==> config.mk <==
export PLATFORM = sky130hd
export DESIGN_NAME = ktu_batch_scheduler
export DESIGN_NICKNAME = d
export VERILOG_FILES = /design/src/rtl/ktu_sched_pkg.sv /design/src/rtl/ktu_batch_scheduler.sv
export SDC_FILE = /design/constraint.sdc
export NUM_CORES = 2
export LEC_CHECK = 0
export BUFFER_PORTS_ARGS = -buffer_cell sky130_fd_sc_hd__buf_2
export CAP_MARGIN = 5
export CORE_AREA = 2 2 318 320
export CTS_BUF_LIST = sky130_fd_sc_hd__clkbuf_16
export DETAILED_ROUTE_END_ITERATION = 16
export DIE_AREA = 0 0 320 322
export PLACE_DENSITY = 0.54
export SLEW_MARGIN = 20
export SYNTH_ARGS = -nofsm -noshare
export SYNTH_HDL_FRONTEND = slang
export SYNTH_SLANG_ARGS = --single-unit
==> constraint.sdc <==
create_clock -name clk -period 2.78 [get_ports clk]
set_clock_uncertainty 0.2 [all_clocks]
set_input_delay 0.695 -clock clk [delete_from_list [all_inputs] [get_ports clk]]
set_output_delay 0.695 -clock clk [all_outputs]
set_load 0.02 [all_outputs]
==> src/rtl/ktu_sched_pkg.sv <==
// Shared types and sizes for the kernel-transform batch scheduler.
// Kernel and tile geometry plus the scheduler state encoding.
package ktu_sched_pkg;

  typedef enum logic [2:0] {
    S_IDLE,
    S_LOAD,
    S_KICK,
    S_WAIT,
    S_STORE,
    S_NEXT,
    S_DONE
  } state_t;

  localparam int KDIM         = 3;
  localparam int TDIM         = 6;
  localparam int KERNEL_ELEMS = 9;
  localparam int TILE_ELEMS   = 36;
  localparam int STEP_W       = 6;

endpackage

==> src/rtl/ktu_batch_scheduler.sv <==
// Batch sequencer: loads 3x3 kernels, kicks the KTU,
// and streams each 6x6 transformed tile to the destination buffer.
module ktu_batch_scheduler
  import ktu_sched_pkg::*;
#(
  parameter int DATA_WIDTH = 16,
  parameter int ADDR_WIDTH = 12,
  parameter int CNT_WIDTH  = 7
) (
  input  logic                  clk,
  input  logic                  rst_n,
  input  logic                  start,
  input  logic [CNT_WIDTH-1:0]  kernel_count,
  input  logic [ADDR_WIDTH-1:0] src_base,
  input  logic [ADDR_WIDTH-1:0] dst_base,
  output logic                  busy,
  output logic                  done,
  output logic                  src_rd_en,
  output logic [ADDR_WIDTH-1:0] src_rd_addr,
  input  logic [DATA_WIDTH-1:0] src_rd_data,
  output logic                  ktu_start,
  output logic [DATA_WIDTH-1:0] ktu_kernel_in [0:KDIM-1][0:KDIM-1],
  input  logic [DATA_WIDTH-1:0] ktu_kernel_out [0:TDIM-1][0:TDIM-1],
  input  logic                  ktu_transform_done,
  output logic                  dst_wr_en,
  output logic [ADDR_WIDTH-1:0] dst_wr_addr,
  output logic [DATA_WIDTH-1:0] dst_wr_data
);

  state_t                state, state_n;
  logic [STEP_W-1:0]     cnt, cnt_n;
  logic [CNT_WIDTH-1:0]  count, count_n;
  logic [CNT_WIDTH-1:0]  idx, idx_n;
  logic [ADDR_WIDTH-1:0] src_ptr, src_ptr_n;
  logic [ADDR_WIDTH-1:0] dst_ptr, dst_ptr_n;

  logic                  busy_n, done_n, kick_n;
  logic                  rd_en_n, wr_en_n;
  logic [ADDR_WIDTH-1:0] rd_addr_n, wr_addr_n;

  logic [DATA_WIDTH-1:0] shadow [0:TILE_ELEMS-1];

  // Next state, step counter, pointers and next registered outputs.
  always_comb begin
    state_n   = state;
    cnt_n     = cnt + STEP_W'(1);
    count_n   = count;
    idx_n     = idx;
    src_ptr_n = src_ptr;
    dst_ptr_n = dst_ptr;
    unique case (state)
      S_IDLE: begin
        cnt_n = '0;
        if (start) begin
          count_n   = kernel_count;
          idx_n     = '0;
          src_ptr_n = src_base;
          dst_ptr_n = dst_base;
          state_n   = (kernel_count == '0) ? S_DONE : S_LOAD;
        end
      end
      S_LOAD: begin
        if (cnt == STEP_W'(KERNEL_ELEMS)) begin
          state_n = S_KICK;
          cnt_n   = '0;
        end
      end
      S_KICK: begin
        state_n = S_WAIT;
        cnt_n   = '0;
      end
      S_WAIT: begin
        cnt_n = '0;
        if (ktu_transform_done) state_n = S_STORE;
      end
      S_STORE: begin
        if (cnt == STEP_W'(TILE_ELEMS - 1)) begin
          state_n = S_NEXT;
          cnt_n   = '0;
        end
      end
      S_NEXT: begin
        cnt_n     = '0;
        src_ptr_n = src_ptr + ADDR_WIDTH'(KERNEL_ELEMS);
        dst_ptr_n = dst_ptr + ADDR_WIDTH'(TILE_ELEMS);
        idx_n     = idx + CNT_WIDTH'(1);
        state_n   = (idx_n == count) ? S_DONE : S_LOAD;
      end
      S_DONE: begin
        cnt_n   = '0;
        state_n = S_IDLE;
      end
      default: begin
        cnt_n   = '0;
        state_n = S_IDLE;
      end
    endcase

    busy_n = (state_n != S_IDLE);
    done_n = (state_n == S_DONE);
    kick_n = (state_n == S_KICK);

    // Read i is issued in LOAD step i; step 9 only drains the last read.
    rd_en_n   = (state_n == S_LOAD) &&
                (cnt_n < STEP_W'(KERNEL_ELEMS));
    rd_addr_n = src_rd_addr;
    if (rd_en_n) begin
      rd_addr_n = (state == S_LOAD) ?
                  src_rd_addr + ADDR_WIDTH'(1) : src_ptr_n;
    end

    wr_en_n   = (state_n == S_STORE);
    wr_addr_n = dst_wr_addr;
    if (wr_en_n) begin
      wr_addr_n = (state == S_STORE) ?
                  dst_wr_addr + ADDR_WIDTH'(1) : dst_ptr;
    end
  end

  // State, counters, pointers and control outputs.
  always_ff @(posedge clk or negedge rst_n) begin
    if (!rst_n) begin
      state       <= S_IDLE;
      cnt         <= '0;
      count       <= '0;
      idx         <= '0;
      src_ptr     <= '0;
      dst_ptr     <= '0;
      busy        <= 1'b0;
      done        <= 1'b0;
      ktu_start   <= 1'b0;
      src_rd_en   <= 1'b0;
      src_rd_addr <= '0;
      dst_wr_en   <= 1'b0;
      dst_wr_addr <= '0;
    end else begin
      state       <= state_n;
      cnt         <= cnt_n;
      count       <= count_n;
      idx         <= idx_n;
      src_ptr     <= src_ptr_n;
      dst_ptr     <= dst_ptr_n;
      busy        <= busy_n;
      done        <= done_n;
      ktu_start   <= kick_n;
      src_rd_en   <= rd_en_n;
      src_rd_addr <= rd_addr_n;
      dst_wr_en   <= wr_en_n;
      dst_wr_addr <= wr_addr_n;
    end
  end

  // Kernel capture in LOAD, tile latch on KTU done, shift-out in STORE.
  always_ff @(posedge clk or negedge rst_n) begin
    if (!rst_n) begin
      for (int r = 0; r < KDIM; r++)
        for (int c = 0; c < KDIM; c++)
          ktu_kernel_in[r][c] <= '0;
      for (int k = 0; k < TILE_ELEMS; k++)
        shadow[k] <= '0;
      dst_wr_data <= '0;
    end else begin
      if (state == S_LOAD) begin
        for (int r = 0; r < KDIM; r++)
          for (int c = 0; c < KDIM; c++)
            if (cnt == STEP_W'(KDIM * r + c + 1))
              ktu_kernel_in[r][c] <= src_rd_data;
      end
      if (state == S_WAIT && ktu_transform_done) begin
        for (int r = 0; r < TDIM; r++)
          for (int c = 0; c < TDIM; c++)
            shadow[TDIM * r + c] <= ktu_kernel_out[r][c];
        dst_wr_data <= ktu_kernel_out[0][0];
      end else if (state == S_STORE) begin
        for (int k = 0; k < TILE_ELEMS - 1; k++)
          shadow[k] <= shadow[k + 1];
        if (cnt != STEP_W'(TILE_ELEMS - 1))
          dst_wr_data <= shadow[1];
      end
    end
  end

endmodule

==> summary.txt <==
Drt
  • Via density: 5.09
  • Via count: 31057
  • Post-route DRC: 0
  • DRT iter0 DRCs: 2491
  • Final WL: 123000 um
  • 1st-pass router iterations: 6
  • Routed length per placed instance: 20.1 um
  • Antenna Nets Post-Route: 0

Critical path
  • Delay-heaviest family, CP: compound AO/OA/AOI/OAI gates
  • Arrival @ worst endpoint: between 2 and 3 ns
  • Critical path depth: 9
  • WP buf/inv: 2
  • Crit path kind: reg2reg
  • CP Launch Type: flop
  • Critical Path, Cell by Cell: inv_1, ha_1, o21ba_2, a311oi_1, a2bb2oi_1, buf_4, o21ai_4, a21oi_4, mux2_1
  • Highest cell delay on the worst timing path: 0.42 ns
  • Crit path capture type: flop
  • Reg2reg path depth: 9
  • CP Max Fanout: 7
  • Critical Path Slowest Stage Cell: dfrtp_2
  • Required @ worst endpoint: 3.12 ns

Synth
  • Number of synthesized flops with an enable pin: 0
  • Post-Syn Nets: roughly 4600
  • Synthesized flop and latch total: 796
  • Synth top area share: between 50% and 60%
  • Mapped Area: about 35000 um2
  • Syn Inst Count: between 3000 and 4000
  • Avg Inst Size Synth: 8.95 um2
  • Post-synth ARST share: 100%
  • Sequential element share of the synthesized area: a little under three fifths
  • Top_reg_cell synth: dfrtp_1
  • Cell accounting for the most synthesized area: dfrtp_1
  • Ys Warns: 0
  • Top post-synthesis cells by area: dfrtp_1, nand2_1, a31oi_1, nor2_1, mux2_2
  • Count of cell types in the netlist: 77

Floorplan
  • Num ports: roughly 800
  • Initial Util: 35.4%
  • Core Region: 99600 um2
  • Die area: 103000 um2
  • Chip height: 322 um
  • Row count: 116
  • Die W: 320 um

Global routing
  • Met1 Usage GRT: 30.9%
  • Met2 Use GR: 38.5%
  • Initial antenna violation count: 23
  • Total gr overflow: 0
  • GRT Total Usage: 23.2%
  • Busiest grt layer: met2
  • Global Route met3 Usage: 3.55%
  • Largest net degree at the start of global routing: 112
  • First-pass GRT wire length: 183000 um
  • Vias in the first global route: 29925

Final layout
  • Commonest cells after routing, fill and taps aside: nand2_1, buf_2, dfrtp_1
  • Fraction of layout cells with a size suffix above 1: 26.3%
  • Area grow syn2layout: 26.6%
  • Fin cells: between 6000 and 7000
  • Final nets: 5345
  • Core Util, Final: between 40% and 50%
  • Most common cell after layout, fill and taps aside: nand2_1
  • # fillers: 10026
  • Fin area: 44600 um2

Timing
  • Final Cycle Share: 92.0%
  • Min cycle time layout: 2.56 ns
  • Rel. slew slack: 52.5%
  • RSZ-0062 raised after global routing: no
  • Final Hold Vio Count: 0
  • Fmax: 391 MHz
  • Worst-Margin Slew: between 0.7 and 0.8 ns
  • Final setup TNS: 0 ns
  • Slew Limit Fails: 0
  • Final setup margin: 0.223 ns
  • Final setup vio count: 0

Clock network
  • CTS max path bufs: 3
  • Clk Latency, worst-skew pair: 0.66 ns
  • Clock-pin slew on the worst setup and hold paths: roughly 0.06 ns
  • Clock Sink Count: roughly 800
  • TritonCTS Buffers: a little over 90
  • H-tree levels: 3
  • TritonCTS clock tree: done
  • Root buffer cell: clkbuf_16

Place
  • Gpl congestion: 0.878
  • Area post-placement: approximately 42000 um2
  • Post-DP HPWL: 92300 um
  • I/O Buffers: around 820
  • Cells after DPL: about 5900
  • Dpl ws: 0.0872 ns

Min path
  • Hold Path Depth: 3
  • Hold Crit Class: in2reg

Job
  • Max Cap Violations: 0

Power and ir drop
  • Power Density: 1140 nW/um2
  • VDD IR-drop max: 0.726 mV
  • Pleak: 20.7 nW

Status
  • Status: complete, no violations
synth_stat cells, types with 9 or more instances:
master     number
nand2_1      1283
nor2_1        605
mux2_2        128
a2bb2oi_1       9
nand3_1        21
a21oi_1        17
ha_1            9
dfrtp_1       796
o21ai_0        33
and3_1         10
buf_2          95
o22ai_1         9
clkbuf_1      189
xnor2_1         9
a31oi_1       571
worst register-to-register path: cells and delay by family (launching register included):
family          cells  cell delay, ns
compound gates      5            0.93
fa+ha+maj           1            0.32
mux                 1            0.33
flops               1            0.42
buf+inv             2            0.24
worst paths after layout:
| path | startpoint | slack (ns) | endpoint |
|---|---|---|---|
| min | ktu_kernel_out[11] | 0.05 | shadow[11]$_DFFE_PN0P_ |
| min in group asynchronous | rst_n | 0.36 | count[0]$_DFFE_PN0P_ |
| max | cnt[0]$_DFF_PN0_ | 0.22 | src_rd_addr[1]$_DFFE_PN0P_ |
| min reg2reg | shadow[9]$_DFFE_PN0P_ | 0.26 | shadow[9]$_DFFE_PN0P_ |
| max reg2reg | cnt[0]$_DFF_PN0_ | 0.22 | src_rd_addr[1]$_DFFE_PN0P_ |
| max in group asynchronous | rst_n | 1.06 | shadow[489]$_DFFE_PN0P_ |
cell type report:
type,count,area [um2],area share (%)
Clock buffer,94,2350,5.27
Tap cell,1298,1620,3.64
Antenna cell,16,40.0,0.0898
Clock inverter,73,539,1.21
Sequential cell,796,19900,44.7
Timing Repair Buffer,975,6020,13.5
Inverter,8,30.0,0.0673
Multi-Input combinational cell,2837,14100,31.6
cell families (layout without fill, tap and decap cells):
kind of cell	Yosys count	count (layout)	synth area share (%)
compound gates	707	707	13.2
xor+xnor	15	15	0.412
mux	129	129	4.12
other cells	0	16	0
flops	796	796	56.5
fa+ha+maj	9	9	0.320
simple gates	1977	1977	21.8
buf+inv	301	1150	3.59
report_power, final:
part	internal (W)	total, W	switching (W)
combinational	0.00760	0.0182	0.0106
clock	0.00677	0.0118	0.00499
sequential	0.0171	0.0208	0.00365
total	0.0315	0.0507	0.0192
metal layers:
layer | up-vias | part of all wire [%]
li1 | 14917 | -
met1 | 15062 | 44
met2 | 859 | 48
met3 | 201 | 4.6
met4 | 18 | 3.2
met5 | - | 0.093
metrics by stage:
stage / hold slack (ns) / total power (W)
4_1_cts: 0.00280 / 0.0511
3_5_place_dp: 0.251 / 0.0392
3_3_place_gp: 0.243 / 0.0388
5_1_grt: 0.0222 / 0.0543
6_report: 0.0541 / 0.0507
2_1_floorplan: 0.199 / 0.0322
registers in the layout, indices dropped and copies added, names as in the netlist, 3 cells and up:
register and count:
shadow 560, ktu_kernel_in 144, dst_wr_data 16, dst_ptr 12
dst_wr_addr 12, src_ptr 12, src_rd_addr 12, count 7
idx 7, cnt 6, state 3
repair_timing:
item / CTS / global route
buffers inserted: 0 / 0
endpoints found under the hold margin: 33 / 0
endpoints found under the setup margin: 0 / 40
hold buffers: 12 / 0
resized for setup: 0 / 2
Power figures use the tool's default switching activity.
